### config.mk
export PLATFORM = sky130hd
export DESIGN_NAME = async_fifo_rd_drain
export DESIGN_NICKNAME = d
export VERILOG_FILES = /design/src/rtl/async_fifo_pkg.sv /design/src/rtl/fifo_out_reg.sv /design/src/rtl/async_fifo_rd_drain.sv
export SDC_FILE = /design/constraint.sdc
export NUM_CORES = 1
export LEC_CHECK = 0
export BUFFER_PORTS_ARGS = -buffer_cell sky130_fd_sc_hd__buf_2
export CORE_ASPECT_RATIO = 0.8
export CORE_MARGIN = 2
export CORE_UTILIZATION = 40
export CTS_BUF_LIST = sky130_fd_sc_hd__clkbuf_16
export DETAILED_ROUTE_END_ITERATION = 6
export HOLD_SLACK_MARGIN = 0.06
export PLACE_DENSITY = 0.68
export SLEW_MARGIN = 20
export SYNTH_ARGS = -nofsm -noshare
export SYNTH_HDL_FRONTEND = slang
export SYNTH_SLANG_ARGS = --single-unit
### constraint.sdc
create_clock -name rclk -period 2.2 [get_ports rclk]
set_clock_uncertainty 0.05 [all_clocks]
set_input_delay 0.22 -clock rclk [delete_from_list [all_inputs] [get_ports rclk]]
set_output_delay 0.22 -clock rclk [all_outputs]
set_load 0.1 [all_outputs]
### src/rtl/async_fifo_pkg.sv
`default_nettype none
// ============================================================================
//  Module      : async_fifo_pkg
//  Description : Shared types and defaults for the async FIFO read/write
//                side helpers (state encoding, default widths).
//  Revision    : 1.0  initial release
// ============================================================================
package async_fifo_pkg;

    localparam int DSIZE_DEF  = 8;
    localparam int IDLE_R_DEF = 3;

    // Read-side drain controller states
    typedef enum logic [1:0] {
        IDLE  = 2'd0,
        FETCH = 2'd1,
        GAP   = 2'd2
    } rd_state_e;

    // Gap counter width: enough bits to hold idle_r, never less than one bit
    function automatic int gap_width(input int idle_r);
        return (idle_r > 0) ? $clog2(idle_r + 1) : 1;
    endfunction

endpackage
`default_nettype wire

### src/rtl/fifo_out_reg.sv
`default_nettype none
// ============================================================================
//  Module      : fifo_out_reg
//  Description : One-entry valid/ready output register. A load replaces the
//                held word (the caller only loads when the slot is free or
//                being accepted in the same cycle); an accept without a load
//                empties the slot.
//  Revision    : 1.0  initial release
// ============================================================================
module fifo_out_reg #(
    parameter int DW = 8
) (
    input  logic          clk,
    input  logic          rst,
    input  logic          i_load,
    input  logic [DW-1:0] i_data,
    input  logic          i_ready,
    output logic [DW-1:0] o_data,
    output logic          o_valid
);

    logic [DW-1:0] r_data;
    logic          r_valid;

    // Hold / load / drain the single output slot
    always_ff @(posedge clk) begin
        if (rst) begin
            r_data  <= '0;
            r_valid <= 1'b0;
        end else if (i_load) begin
            r_data  <= i_data;
            r_valid <= 1'b1;
        end else if (r_valid && i_ready) begin
            r_valid <= 1'b0;
        end
    end

    assign o_data  = r_data;
    assign o_valid = r_valid;

endmodule
`default_nettype wire

### src/rtl/async_fifo_rd_drain.sv
`default_nettype none
// ============================================================================
//  Module      : async_fifo_rd_drain
//  Description : Read-side consumer for the async FIFO read port. Pops words
//                with a programmable idle gap, forwards them through a
//                one-entry valid/ready register and keeps a word count and
//                a running XOR checksum. Single clock domain (rclk).
//  Revision    : 1.0  initial release
// ============================================================================
module async_fifo_rd_drain
    import async_fifo_pkg::*;
#(
    parameter int DSIZE  = DSIZE_DEF,
    parameter int IDLE_R = IDLE_R_DEF,
    parameter int CNT_W  = 16
) (
    input  logic             rclk,
    input  logic             rrst,
    input  logic             enable,
    input  logic             rempty,
    input  logic [DSIZE-1:0] rdata,
    output logic             rinc,
    output logic [DSIZE-1:0] m_data,
    output logic             m_valid,
    input  logic             m_ready,
    output logic [CNT_W-1:0] rd_count,
    output logic [DSIZE-1:0] rd_xsum,
    output logic             busy
);

    localparam int               GAP_W      = gap_width(IDLE_R);
    localparam logic [GAP_W-1:0] c_GAP_LOAD = (IDLE_R > 0) ? GAP_W'(IDLE_R - 1) : '0;

    rd_state_e        r_state;
    logic [GAP_W-1:0] r_gap_cnt;
    logic [CNT_W-1:0] r_count;
    logic [DSIZE-1:0] r_xsum;
    logic             w_pop;

    // Pop only from a non-empty FIFO, when the output slot can take the word,
    // and never while reset is asserted
    assign w_pop = (r_state == FETCH) && !rempty && enable
                && (!m_valid || m_ready) && !rrst;

    // Drain state machine with post-pop idle gap
    always_ff @(posedge rclk) begin
        if (rrst) begin
            r_state   <= IDLE;
            r_gap_cnt <= '0;
        end else begin
            case (r_state)
                IDLE: begin
                    if (enable) begin
                        r_state <= FETCH;
                    end
                end
                FETCH: begin
                    if (w_pop) begin
                        if (IDLE_R > 0) begin
                            r_state   <= GAP;
                            r_gap_cnt <= c_GAP_LOAD;
                        end
                    end else if (!enable) begin
                        r_state <= IDLE;
                    end
                end
                GAP: begin
                    if (r_gap_cnt == '0) begin
                        r_state <= FETCH;
                    end else begin
                        r_gap_cnt <= r_gap_cnt - GAP_W'(1);
                    end
                end
                default: begin
                    r_state <= IDLE;
                end
            endcase
        end
    end

    // Popped-word statistics: wrapping count and XOR checksum
    always_ff @(posedge rclk) begin
        if (rrst) begin
            r_count <= '0;
            r_xsum  <= '0;
        end else if (w_pop) begin
            r_count <= r_count + CNT_W'(1);
            r_xsum  <= r_xsum ^ rdata;
        end
    end

    fifo_out_reg #(
        .DW (DSIZE)
    ) u_out_reg (
        .clk     (rclk),
        .rst     (rrst),
        .i_load  (w_pop),
        .i_data  (rdata),
        .i_ready (m_ready),
        .o_data  (m_data),
        .o_valid (m_valid)
    );

    assign rinc     = w_pop;
    assign rd_count = r_count;
    assign rd_xsum  = r_xsum;
    assign busy     = (r_state != IDLE) || m_valid;

endmodule
`default_nettype wire

==> results of run 1 <==
tightest hold or removal path, stage by stage:
cell and delay, ns:
buf_2 0.10, nand4_1 0.09, a21oi_1 0.07
worst paths after layout:
kind,slack (ns),end,start,cells past startpoint
worst min-delay path,0.19,u_out_reg.o_data[4],rdata[4],3
worst min register to register,0.40,u_out_reg.o_data[2],u_out_reg.o_data[2],2
worst max-delay path,0.30,rinc,r_state[1],5
worst max register to register,0.39,rd_count[15],r_state[1],4
routing by layer:
| metal | vias up | GRT usage | share of wire |
|---|---|---|---|
| li1 | 725 | - | - |
| met2 | 35 | 0.249 | 0.44 |
| met1 | 649 | 0.247 | 0.50 |
| met5 | - | 0 | 0 |
| met4 | 0 | 0.0765 | 0.015 |
| met3 | 5 | 0.0432 | 0.046 |
layout make-up:
class	count	area (µm²)	area share
Multi-Input combinational cell	123	769	0.370
Tap cell	55	68.8	0.0331
Timing Repair Buffer	52	288	0.139
Inverter	7	26.3	0.0127
Sequential cell	37	753	0.363
Clock buffer	5	125	0.0602
Clock inverter	3	46.3	0.0223
power by group through the flow:
stage,combinational (W),clock (W),sequential (W)
2_1_floorplan,0.0000531,0,0.000738
3_3_place_gp,0.000124,0,0.000698
3_5_place_dp,0.000125,0,0.000698
4_1_cts,0.000126,0.000832,0.000684
5_1_grt,0.000133,0.000864,0.000684
6_report,0.000126,0.000814,0.000684
state kept, by name, summed over array words and instances, names as in the netlist:
name and flops:
u_out_reg.o_valid 1, u_out_reg.o_data 8, rd_xsum 8, r_gap_cnt 2, rd_count 16, r_state 2
cells in the mapped netlist (all sizes together):
master	number
and3	2
xor2	12
ha	2
nor4	3
nand2b	2
nor2b	2
mux2i	3
o21ai	2
nor2	21
buf	4
clkbuf	6
dfxtp	37
nor3b	1
nand4	15
nand3	3
nand2	15
or4b	1
or4	5
o31ai	5
dlygate4sd1	1
and3b	1
mux2	2
inv	7
a21oi	18
a221oi	1
a31oi	2
o41ai	1
or3	4
metrics by stage:
step / cells / utilization / hold slack (ns) / TNS (ns)
6_report: 282 / 0.542 / 0.190 / 0
5_1_grt: 282 / 0.542 / 0.202 / 0
4_1_cts: 282 / 0.542 / 0.185 / 0
3_5_place_dp: 274 / 0.498 / 0.396 / 0
3_3_place_gp: 274 / 0.498 / 0.391 / 0
2_1_floorplan: 178 / - / 0.327 / -0.0142
kinds of logic after synthesis:
kind of cell | after synthesis | synth area share
fa+ha+maj | 2 | 0.0156
xor+xnor | 12 | 0.0657
flops | 37 | 0.463
compound gates | 29 | 0.105
simple gates | 75 | 0.262
mux | 5 | 0.0328
buf+inv | 18 | 0.0563
==> impl_metrics.toml, run 1 <==
[timing]
hold_violations = 0
period_minus_slack_ns = 1.90
finalSetupViolations = 0
rsz0062_at_grt = "false"
drv_slew = 0
setup_slack_ns = 0.301
fin_crit_sh = 0.863
max_freq_ghz = 0.527
maxSlewHeadroom = 0.672
worstMarginPinSlew_ns = 0.491

[clock_tree]
h-tree-depth = 2
clk_pin_slew_worst_paths_ns = 0.06
cts.sinks = 37
hold_buffers = 0
clk_path_buf_depth = 2
cts-root-buf = "clkbuf_16"
postCtsResizedCells = 0
insertion_delay_ns = 0.28
cts_buffers = 5
postCtsSetupBuffers = 0
tritoncts = "done"

[global_route]
antenna_found_initial = 0
first_global_vias = 1254
grt_pass1_wl_um = 5910
grtUsageTotal = 0.173
gr-total-overflow = 0
grt_start_max_net_pins = 40

[routing]
viasPerCell = 5.01
vias = 1414
drt_iter0_drc = 112
wl_um = 3620
firstDrtPassIters = 4
drtAntennaViolNets = 0
route.detailed.drc = 0
wl_per_cell_um = 12.8

[worst_setup_path]
worstSetupStartpointType = "flip-flop"
setup.worst_path.class = "flip-flop to output port"
crit_slowest_cell = "dfxtp_1"
path_cells = "and3b_1 > buf_4 > nand3_1 > inv_1 > buf_12"
cp-end-kind = "output port"
max_stage_delay_ns = 0.34
worstPathRequired_ns = 1.93
arrival_ns = 1.63
crit_path_max_fanout = 13
crit_family = "buffers and inverters"
critPathBufInv = 3

[power_and_ir_drop]
leakagePower_nw = 0.894
p_sw_w = 0.000380
finalPower_w = 0.00162
power.internal_w = 0.00124
swShare = 0.234
p_per_area_nw_per_um2 = 782
pwr-share-seq = 0.421
pwr-share-comb = 0.077
clock_power_share = 0.501
peakVddDrop_v = 0.000505

[floorplan]
coreArea_um2 = 3830
rows = 20
io_pins = 48
start_util = 0.418
fp.dieW_um = 74.7
die_h_um = 60.6
die_area_um2 = 4530

[placed_design]
place_ws_ns = 0.407
place.gp.congestion = 0.700
placed_area_um2 = 1910
post-dp-hpwl_um = 2460
port_buffers = 47

[logic_synthesis]
synth_top_area_cell = "dfxtp_1"
yosysUniqueCellTypes = 34
synth_top_area_share = 0.463
synth.net_count = 193
syn_inst = 178
seq_area_frac_synth = 0.463
syn_avg_cell_area_um2 = 8.99
ys_warn_count = 0
synth.area.top_cells = "dfxtp_1 (46%), xor2_1 (6.6%), a21oi_1 (5.6%)"
ys_seq_elements = 37
synth.cell_area_um2 = 1600

[cells_and_area]
final_common_cell = "buf_2"
drive_gt1_frac = 0.339
area_growth_pct = 29.8
fill_cells = 380
layout.nets = 241
n_antenna_cell = 0
fin_area_um2 = 2080
layout_common_cells = "buf_2 (46), dfxtp_1 (27), nor2_1 (20)"

[status]
status = "completed"

[min_path]
hold_class = "input pin to flip-flop"

[run]
cap_violations = 0
No activity file was read; power rests on OpenSTA's default activity.
==> inputs of run 2 (changes only) <==
--- a/config.mk
+++ b/config.mk
@@ -6,7 +6,7 @@
 export NUM_CORES = 1
 export LEC_CHECK = 0
 export BUFFER_PORTS_ARGS = -buffer_cell sky130_fd_sc_hd__buf_2
-export CORE_ASPECT_RATIO = 0.8
+export CORE_ASPECT_RATIO = 0.75
 export CORE_MARGIN = 2
 export CORE_UTILIZATION = 40
 export CTS_BUF_LIST = sky130_fd_sc_hd__clkbuf_16
==> impl_metrics.toml, run 2 (synthesized netlist as in run 1, its figures left out) <==
[status]
status = "completed"

[worst_setup_path]
worst_r2r_endpoint = "rd_count[11]"
cp-end-kind = "output port"
arrival_ns = 1.68
worst-r2r-setup-slack_ns = 0.37
worstPathRequired_ns = 1.93
setup.worst_path.class = "flip-flop to output port"
rr_startpoint = "r_state[1]"
worstSetupStartpointType = "flip-flop"
crit_path_max_fanout = 7
r2r_cells = 4

[placed_design]
port_buffers = 47
place.gp.congestion = 0.749
post-dp-hpwl_um = 2460
place_ws_ns = 0.385

[routing]
drt_iter0_drc = 71
route.detailed.drc = 0
firstDrtPassIters = 4
wl_um = 3540
vias = 1384
wl_per_cell_um = 12.6
drtAntennaViolNets = 0
viasPerCell = 4.94

[cells_and_area]
layout.nets = 242
largest_register_ffs = 16
area_growth_pct = 29.7
final_common_cell = "buf_2"
fill_cells = 371
final_util = 0.553
drive_gt1_frac = 0.338
layout_common_cells = "buf_2 (46), dfxtp_1 (27), nor2_1 (20)"
n_antenna_cell = 0

[clock_tree]
postCtsSetupBuffers = 0
cts_buffers = 5
clk_path_buf_depth = 2
postCtsResizedCells = 0
h-tree-depth = 2
clk_pin_slew_worst_paths_ns = 0.06
cts.sinks = 37
hold_buffers = 0
tritoncts = "done"
cts-root-buf = "clkbuf_16"
insertion_delay_ns = 0.28

[timing]
fin_crit_sh = 0.884
period_minus_slack_ns = 1.95
max_freq_ghz = 0.514
rsz0062_at_grt = "false"
maxSlewHeadroom = 0.668
setup_slack_ns = 0.254
drv_slew = 0
worstMarginPinSlew_ns = 0.502
finalSetupViolations = 0
hold_violations = 0

[global_route]
grt_pass1_wl_um = 5980
antenna_found_initial = 0
first_global_vias = 1270
grtUsageTotal = 0.171
grt_start_max_net_pins = 40
gr-total-overflow = 0

[floorplan]
fp.dieW_um = 77.0
coreArea_um2 = 3760
rows = 19
die_h_um = 58.8
start_util = 0.426
io_pins = 48
die_area_um2 = 4530

[min_path]
min_from = "rdata[5]"
min_to = "u_out_reg.o_data[5]"
whs_path_depth = 3
hold_class = "input pin to flip-flop"

[power_and_ir_drop]
leakagePower_nw = 0.895
p_per_area_nw_per_um2 = 773
peakVddDrop_v = 0.000455

[run]
cap_violations = 0
run 2: cell types whose count changed in the layout (fill, tap and decap cells not counted):
cell and delta:
buf_4 +1, clkinv_4 -1, clkinv_1 +1
run 2: cell type report:
type / instances / area [µm²] / share of cell area
well taps: 52 / 65.1 / 0.0313
flip-flops and latches: 37 / 753 / 0.363
clock buffers: 5 / 125 / 0.0603
multi-input cells: 123 / 769 / 0.371
inverters: 7 / 26.3 / 0.0127
repair buffers: 53 / 295 / 0.142
clock inverters: 3 / 41.3 / 0.0199
run 2: worst max-delay path by stage:
stage           startpoint      endpoint  slack, ns
5_1_grt         r_state[1]          rinc       0.14
4_1_cts         r_state[1]          rinc       0.25
3_3_place_gp    r_state[1]   rd_count[7]       0.43
3_5_place_dp    r_state[1]   rd_count[7]       0.38
2_1_floorplan  rd_count[4]  rd_count[15]      -0.01
6_report        r_state[1]          rinc       0.25
run 2: stage by stage:
step                      std cells  setup TNS (ns)  total power, W  area [µm²]  hold slack (ns)
after floorplan                 178         -0.0142        0.000791        1610            0.327
after detailed placement        272               0        0.000823        1910            0.396
after global placement          272               0        0.000823        1910            0.391
after global routing            280               0         0.00166        2080            0.210
after CTS                       280               0         0.00161        2080            0.191
final                           280               0         0.00160        2080            0.195
run 2: report_power, final:
group          total, W  switching, W  internal, W
Combinational  0.000126     0.0000963    0.0000292
Sequential     0.000684    0.00000536     0.000678
Clock          0.000795      0.000265     0.000530
run 2: worst max-delay path, stage by stage (launching register included):
cell and delay (ns):
dfxtp_1 0.34, and3b_1 0.38, nand3_1 0.29, inv_1 0.19, buf_12 0.19
run 2: per-layer routing:
layer | GRT usage | up-vias | wire (µm)
met3 | 0.0460 | 7 | 144
li1 | - | 725 | -
met4 | 0.0689 | 0 | 58
met2 | 0.248 | 28 | 1460
met1 | 0.244 | 624 | 1880
met5 | 0 | - | 0
==> inputs of run 3 (changes only) <==
--- a/config.mk
+++ b/config.mk
@@ -5,6 +5,7 @@
 export SDC_FILE = /design/constraint.sdc
 export NUM_CORES = 1
 export LEC_CHECK = 0
+export ABC_AREA = 1
 export BUFFER_PORTS_ARGS = -buffer_cell sky130_fd_sc_hd__buf_2
 export CORE_ASPECT_RATIO = 0.75
 export CORE_MARGIN = 2
@@ -12,7 +13,7 @@
 export CTS_BUF_LIST = sky130_fd_sc_hd__clkbuf_16
 export DETAILED_ROUTE_END_ITERATION = 6
 export HOLD_SLACK_MARGIN = 0.06
-export PLACE_DENSITY = 0.68
+export PLACE_DENSITY = 0.67
 export SLEW_MARGIN = 20
 export SYNTH_ARGS = -nofsm -noshare
 export SYNTH_HDL_FRONTEND = slang
==> impl_metrics.toml, run 3 <==
[status]
status = "completed"

[worst_setup_path]
crit_path_max_fanout = 15
arrival_ns = 1.52
setup.worst_path.class = "flip-flop to output port"
critPathBufInv = 2
path_cells = "inv_2 > nor2_2 > nand2_1 > nor2_4 > buf_12"
worstSetupStartpointType = "flip-flop"
max_stage_delay_ns = 0.38
crit_family = "simple AND/OR/NAND/NOR gates"
cp-end-kind = "output port"
crit_slowest_cell = "dfxtp_1"
worstPathRequired_ns = 1.93

[clock_tree]
cts-root-buf = "clkbuf_16"
postCtsResizedCells = 0
clk_path_buf_depth = 2
postCtsSetupBuffers = 0
tritoncts = "done"
clk_pin_slew_worst_paths_ns = 0.05
insertion_delay_ns = 0.28
cts.sinks = 37
cts_buffers = 5
h-tree-depth = 2
hold_buffers = 0

[global_route]
antenna_found_initial = 0
grt_pass1_wl_um = 6760
grt_start_max_net_pins = 25
grtUsageTotal = 0.185
first_global_vias = 1466
gr-total-overflow = 0

[logic_synthesis]
synth.net_count = 261
synth_top_family_by_area = "simple AND/OR/NAND/NOR gates"
synth.area.mux_share = 0
synth_common_cells = "nand2_1 (63), dfxtp_1 (37), nor2_1 (34)"
ys_seq_elements = 37
synth_top_area_share = 0.432
synth.cell_area_um2 = 1720
synth_xor_area_frac = 0.00511
synthAdderAreaFrac = 0.0146
synth_compound_area_frac = 0.126
syn_inst = 246
seq_area_frac_synth = 0.432
synthFlopType = "dfxtp_1"
synth_top_area_cell = "dfxtp_1"
ys_warn_count = 0
syn_avg_cell_area_um2 = 6.97
yosysUniqueCellTypes = 26
yosysMostFrequentCell = "nand2_1"
synth.area.top_cells = "dfxtp_1 (43%), nand2_1 (14%), nor2_1 (7.4%)"
ys_async_sr_fraction = 0
synth-edff-count = 0
yosys.area_share.simple = 0.317

[routing]
wl_um = 3950
vias = 1620
viasPerCell = 4.64
wl_per_cell_um = 11.3
route.detailed.drc = 0
drtAntennaViolNets = 0
firstDrtPassIters = 7
drt_iter0_drc = 57

[cells_and_area]
layout.nets = 309
area_growth_pct = 23.9
drive_gt1_frac = 0.221
layout_common_cells = "nand2_1 (63), buf_2 (46), dfxtp_1 (37)"
seqCellArea_um2 = 741
fill_cells = 427
multiInputGateArea_um2 = 795
largest_register_ffs = 16
final_common_cell = "nand2_1"
n_antenna_cell = 0

[min_path]
hold_class = "input pin to flip-flop"

[timing]
worstMarginPinSlew_ns = 0.491
rsz0062_at_grt = "false"
tns_ns = 0
hold_violations = 0
whs_ns = 0.181
max_freq_ghz = 0.559
drv_slew = 0
period_minus_slack_ns = 1.79
maxSlewHeadroom = 0.675
finalSetupViolations = 0
fin_crit_sh = 0.813

[floorplan]
fp.dieW_um = 79.6
rows = 20
die_area_um2 = 4830
io_pins = 48
die_h_um = 60.7
start_util = 0.421
coreArea_um2 = 4080

[run]
cap_violations = 0

[power_and_ir_drop]
peakVddDrop_v = 0.000441
leakagePower_nw = 0.913
p_per_area_nw_per_um2 = 697

[placed_design]
place.gp.congestion = 0.826
post-dp-hpwl_um = 2790
port_buffers = 47
==> run 3: cell count changes in the layout (fill, tap and decap cells not counted), moves of 5 or more <==
cell	before	now
dfxtp_2	10	0
nor2_1	20	34
buf_4	6	1
inv_1	7	33
a21oi_1	18	24
nand2_1	15	63
o21ai_0	2	14
xor2_1	12	0
nand4_1	13	3
dfxtp_1	27	37
==> run 3: final cells by class <==
type,instances,area share
multi-input cells,168,0.374
clock buffers,5,0.0589
repair buffers,48,0.121
flip-flops and latches,37,0.349
clock inverters,2,0.00353
well taps,55,0.0324
inverters,34,0.0612
==> run 3: logic make-up after synthesis <==
kind of cell               Yosys count
DFF                                 37
AOI/OAI and AO/OA                   42
adders and majority gates            2
xor gates and xnor gates             1
and+or+nand+nor                    123
buffers and inverters               41
==> run 3: layer usage <==
layer  vias to the layer above  wire [µm]  track usage
li1                        873          -            -
met1                       708       2080        0.253
met2                        31       1620        0.282
met3                         8        186       0.0461
met4                         0         59       0.0837
met5                         -          0            0
==> run 3: metrics by stage <==
| stage | cell area [µm²] | setup WS, ns | power (W) | util | cells |
|---|---|---|---|---|---|
| 2_1_floorplan | 1720 | 0.128 | 0.000815 | - | 246 |
| 3_3_place_gp | 1990 | 0.434 | 0.000842 | 0.488 | 342 |
| 3_5_place_dp | 1990 | 0.382 | 0.000843 | 0.488 | 342 |
| 4_1_cts | 2120 | 0.406 | 0.00150 | 0.521 | 349 |
| 5_1_grt | 2120 | 0.337 | 0.00155 | 0.521 | 349 |
| 6_report | 2120 | 0.412 | 0.00148 | 0.521 | 349 |
==> run 3: power breakdown <==
part	switching, W	internal [W]	total, W
Clock	0.000247	0.000404	0.000652
Combinational	0.000112	0.0000312	0.000143
Sequential	0.00000647	0.000680	0.000686
Total	0.000366	0.00112	0.00148
==> run 3: path summary, 6_finish.rpt <==
check,from,to,slack (ns),cells after the start
max reg2reg,r_state[0],rd_xsum[7],0.57,7
min reg2reg,r_gap_cnt[1],r_gap_cnt[1],0.41,2
min,rdata[4],u_out_reg.o_data[4],0.18,3
max,r_state[0],rinc,0.41,5
==> run 3: worst min-delay path, stage by stage <==
cell and delay [ns]:
buf_2 0.09, nand2_1 0.08, a21oi_1 0.06
